### src/rtl/mux_scan_ctrl_if.sv
// mux_scan_ctrl_if
//   Bundles the scan controller's mux-side and consumer-side signals.
//   Signals:
//     start  scan request (consumer -> controller)
//     Sel    2-bit mux select (controller -> mux)
//     F      mux output being scanned (mux -> controller)
//     Data   4 packed channel samples (controller -> consumer)
//     valid  Data holds a complete scan (controller -> consumer)
//     ready  consumer accepts Data on valid && ready
//     busy   controller is scanning or holding a result
//   Modports:
//     master  the scan controller
//     slave   the mux/consumer side
interface mux_scan_ctrl_if;
   logic       start;
   logic [1:0] Sel;
   logic       F;
   logic [3:0] Data;
   logic       valid;
   logic       ready;
   logic       busy;

   modport master (
      input  start, F, ready,
      output Sel, Data, valid, busy
   );

   modport slave (
      output start, F, ready,
      input  Sel, Data, valid, busy
   );
endinterface

### src/rtl/mux_scan_ctrl.sv
// mux_scan_ctrl
//   Steps a 4-to-1 mux select through channels 0..3, waits SETTLE cycles on
//   each, samples the mux output into Data[channel] and presents the 4-bit
//   word through a valid/ready handshake.
//   Parameters:
//     SETTLE  cycles per channel before sampling (1..15)
//   Ports:
//     clk  clock, rising edge
//     rst  synchronous active-high reset
//     bus  mux_scan_ctrl_if.master (start, Sel, F, Data, valid, ready, busy)
//   Build option:
//     MUX_SCAN_CONTINUOUS_EN  when defined, the handshake edge restarts the
//                             scan directly instead of returning to IDLE.
module mux_scan_ctrl #(
   parameter int unsigned SETTLE = 2
) (
   input logic             clk,
   input logic             rst,
   mux_scan_ctrl_if.master bus
);

   if (SETTLE < 1 || SETTLE > 15) begin : g_bad_settle
      $error("mux_scan_ctrl: SETTLE must be in 1..15");
   end

   localparam logic [3:0] LAST = 4'(SETTLE - 1);

   typedef enum logic [1:0] {
      ST_IDLE,
      ST_SETTLE,
      ST_DONE
   } state_t;

   state_t     state;
   logic [1:0] sel;
   logic [3:0] cnt;
   logic [3:0] data;
   logic       valid;
   logic       busy;

   always_ff @(posedge clk) begin
      if (rst) begin
         state <= ST_IDLE;
         sel   <= '0;
         cnt   <= '0;
         data  <= '0;
         valid <= 1'b0;
         busy  <= 1'b0;
      end else begin
         case (state)
            ST_IDLE: begin
               if (bus.start) begin
                  state <= ST_SETTLE;
                  sel   <= '0;
                  cnt   <= '0;
                  busy  <= 1'b1;
               end
            end

            ST_SETTLE: begin
               // Sample at the end of the window; Sel only moves on sampling edges.
               if (cnt == LAST) begin
                  data[sel] <= bus.F;
                  cnt       <= '0;
                  if (sel == 2'd3) begin
                     state <= ST_DONE;
                     valid <= 1'b1;
                  end else begin
                     sel <= sel + 2'd1;
                  end
               end else begin
                  cnt <= cnt + 4'd1;
               end
            end

            ST_DONE: begin
               if (bus.ready) begin
                  valid <= 1'b0;
                  sel   <= '0;
                  cnt   <= '0;
`ifdef MUX_SCAN_CONTINUOUS_EN
                  // Handshake edge opens the channel-0 window of the next scan.
                  state <= ST_SETTLE;
`else
                  state <= ST_IDLE;
                  busy  <= 1'b0;
`endif
               end
            end

            default: begin
               state <= ST_IDLE;
               sel   <= '0;
               cnt   <= '0;
               valid <= 1'b0;
               busy  <= 1'b0;
            end
         endcase
      end
   end

   assign bus.Sel   = sel;
   assign bus.Data  = data;
   assign bus.valid = valid;
   assign bus.busy  = busy;

endmodule
### src/flat_wrapper.sv
// flat-port wrapper written by rule: the top's interface ports become plain ports
module mux_scan_ctrl_flat 
#(
   parameter int unsigned SETTLE = 2
)
  (clk, rst, bus_start, bus_F, bus_ready, bus_Sel, bus_Data, bus_valid, bus_busy);
  mux_scan_ctrl_if bus_i ();
  input logic clk;
  input logic rst;
  input wire logic [$bits(bus_i.start)-1:0] bus_start;
  input wire logic [$bits(bus_i.F)-1:0] bus_F;
  input wire logic [$bits(bus_i.ready)-1:0] bus_ready;
  output wire logic [$bits(bus_i.Sel)-1:0] bus_Sel;
  output wire logic [$bits(bus_i.Data)-1:0] bus_Data;
  output wire logic [$bits(bus_i.valid)-1:0] bus_valid;
  output wire logic [$bits(bus_i.busy)-1:0] bus_busy;
  assign bus_i.start = bus_start;
  assign bus_i.F = bus_F;
  assign bus_i.ready = bus_ready;
  assign bus_Sel = bus_i.Sel;
  assign bus_Data = bus_i.Data;
  assign bus_valid = bus_i.valid;
  assign bus_busy = bus_i.busy;
  mux_scan_ctrl #(.SETTLE(SETTLE)) u_core (.clk(clk), .rst(rst), .bus(bus_i));
endmodule
### config.mk
export PLATFORM = sky130hd
export DESIGN_NAME = mux_scan_ctrl_flat
export DESIGN_NICKNAME = d
export VERILOG_FILES = /design/src/rtl/mux_scan_ctrl_if.sv /design/src/rtl/mux_scan_ctrl.sv /design/src/flat_wrapper.sv
export SDC_FILE = /design/constraint.sdc
export NUM_CORES = 1
export LEC_CHECK = 0
export ABC_AREA = 1
export CORE_UTILIZATION = 55
export CTS_CLUSTER_DIAMETER = 80
export DETAILED_ROUTE_END_ITERATION = 7
export DONT_BUFFER_PORTS = 1
export PLACE_DENSITY = 0.68
export SYNTH_ARGS = -nofsm -noshare
export SYNTH_HDL_FRONTEND = slang
export SYNTH_SLANG_ARGS = --single-unit
### constraint.sdc
create_clock -name clk -period 3.6 [get_ports clk]
set_clock_uncertainty 0.2 [all_clocks]
set_input_delay 1.08 -clock clk [delete_from_list [all_inputs] [get_ports clk]]
set_output_delay 1.08 -clock clk [all_outputs]
set_load 0.02 [all_outputs]
==> flow_metrics.tcl <==
set metrics [dict create \
    tightest_slew_ns 0.349 \
    r2r-end "u_core.bus.Sel[1]" \
    post_cts_buffers 0 \
    clock_sinks 14 \
    clock_latency_ns 0.28 \
    drive_above_1_share_pct 9.80 \
    crit_path_start "u_core.bus.Sel[0]" \
    gr-total-overflow 0 \
    maxCapViolCount 0 \
    ff_latch_area_um2 280 \
    clock.fmax_ghz 0.477 \
    nFillCells 112 \
    yosysTopAreaCell "dfxtp_1" \
    synth_fp_nets 110 \
    syn_area_per_cell_um2 7.30 \
    dr.pass1.iters 3 \
    pre_cts_ws_ns 1.58 \
    port_buffers 0 \
    synth_area_um2 723 \
    area_growth_pct 6.92 \
    drt-total-wl_mm 1.26 \
    hold_viol 0 \
    finalPower_mw 0.339 \
    rsz0062_at_grt "false" \
    h-tree-depth 1 \
    drtIter0Drc 3 \
    yosysWarnings 0 \
    postSynth.asyncResetShare_pct 0 \
    worstPathArrival_ns 0.82 \
    wl_per_cell_um 10.9 \
    die_y_um 38.3 \
    outcome "finished clean" \
    cts_resized 0 \
    gr-usage-all-layers_pct 21.1 \
    grt_max_degree 13 \
    relSlewSlack_pct 76.7 \
    gp_congestion 0.729 \
    synth.most_common_cell "nand2_1" \
    crit_path_max_fanout 5 \
    worstRegToRegCells 6 \
    multi_input_area_um2 383 \
    fin_setup_tns_ns 0 \
    place_hpwl_um 937 \
    ir_worst_vdd_uv 291 \
    regToRegSetupSlack_ns 2.07 \
    die-area_um2 1460 \
    cts_tree "yes" \
    diodes 0 \
    clk_pin_slew_ns 0.08 \
    crit_path_start_kind "flip-flop" \
    crit_type "reg2out" \
    min_path_type "reg2reg" \
    antenna_found_initial 0 \
    ios 13 \
    grt_pass1_wl_mm 2.08 \
    ant_nets 0 \
    rows 12 \
    synth_area_leaders "dfxtp_1, ha_1, nand2_1" \
    p_per_area_nw_per_um2 439 \
    leakagePower_nw 0.327 \
    via_per_inst 5.07 \
    cts_buffers 3 \
    cts_root_buf "clkbuf_4" \
    core_um2 1170 \
    finalSetupViolations 0 \
    ys_seq_area_share_pct 38.8 \
    synth_cell_type_count 18 \
    period_minus_slack_ns 2.10 \
    synth_ff_type "dfxtp_1" \
    endpoint_kind "primary output" \
    nets 114 \
    yosysTopAreaCellShare_pct 38.8 \
    worst_slack_ns 1.50 \
    synth_edf_count 0 \
    drv_slew 0 \
    num_vias 588 \
    cts_buffer_depth 2 \
    synth_seq_cells 14 \
    critPathCapture "bus_Sel[0]" \
    fin_crit_sh_pct 58.3 \
    cp_data_required_time_ns 2.32 \
    drcViolationCount 0 \
    grt_pass1_vias 532 \
    cp.depth 0 \
    die_w_um 38.3 \
    start_util_pct 61.8 \
    synthesis.instances 99 \
    synthTopCellsByCount "nand2_1, dfxtp_1, inv_1" \
    r2r_start "u_core.bus.Sel[0]" \
    cts_hold_buf 0 \
]
==> logic make-up after synthesis <==
logic type | Yosys count | share of synthesized area, %
simple gates | 46 | 30.1
compound gates | 16 | 11.2
flops | 14 | 38.8
fa+ha+maj | 6 | 10.4
xor+xnor | 1 | 1.21
buf+inv | 16 | 8.30
==> layout by cell type (no fill, tap or decap) <==
cell type / Yosys / routed
nand2_1: 20 / 20
inv_1: 14 / 14
dfxtp_1: 14 / 14
nand3_1: 11 / 11
a21oi_1: 11 / 11
nor2_1: 7 / 7
ha_1: 6 / 6
nand2_2: 3 / 3
o21ai_0: 3 / 3
clkbuf_4: 0 / 3
nor2_4: 2 / 2
a31oi_1: 1 / 1
inv_2: 1 / 1
xor2_1: 1 / 1
nand4_1: 1 / 1
or2_1: 1 / 1
nand3b_1: 1 / 1
o21ai_1: 1 / 1
clkbuf_8: 0 / 1
==> worst min-delay path by stage <==
stage                  startpoint             to  slack [ns]  cells after the start
finish              u_core.cnt[3]  u_core.cnt[3]        0.30                      2
detailed placement  u_core.cnt[3]  u_core.cnt[3]        0.29                      2
global route        u_core.cnt[3]  u_core.cnt[3]        0.32                      2
CTS                 u_core.cnt[3]  u_core.cnt[3]        0.30                      2
floorplan           u_core.cnt[3]  u_core.cnt[3]        0.27                      2
global placement    u_core.cnt[3]  u_core.cnt[3]        0.30                      2
==> where the power goes <==
part	switching [mW]	leakage, nW	internal, mW
Combinational	0.0318	0.192	0.0177
Clock	0.0523	0.0210	0.0616
Sequential	0.0135	0.114	0.162
Total	0.0976	0.327	0.241
==> per-layer routing <==
layer	vias to the layer above	share of wire [%]	global-route usage, %
met3	5	3.2	4.65
met5	-	0	0
met1	252	51	26.8
met4	0	2.9	13.4
li1	322	-	-
met2	9	43	31.8
==> metrics by stage <==
step                hold WS (ns)  area [µm²]  utilization (%)  cells
global route               0.323         773             66.0    116
floorplan                  0.271         723                -     99
detailed placement         0.292         737             62.9    112
global placement           0.295         737             62.9    112
finish                     0.300         773             66.0    116
CTS                        0.304         773             66.0    116
==> layout make-up <==
type	count	share of cell area (%)
well taps	14	2.27
clock buffers	4	4.69
multi-input cells	69	49.5
flip-flops and latches	14	36.2
inverters	15	7.28
==> registers in the layout, indices dropped and copies added, names as in the netlist <==
name and flops:
u_core.bus.Data 4, u_core.cnt 4, u_core.bus.Sel 2, u_core.state 2
u_core.bus.busy 1, u_core.bus.valid 1
Power figures use the tool's default switching activity.
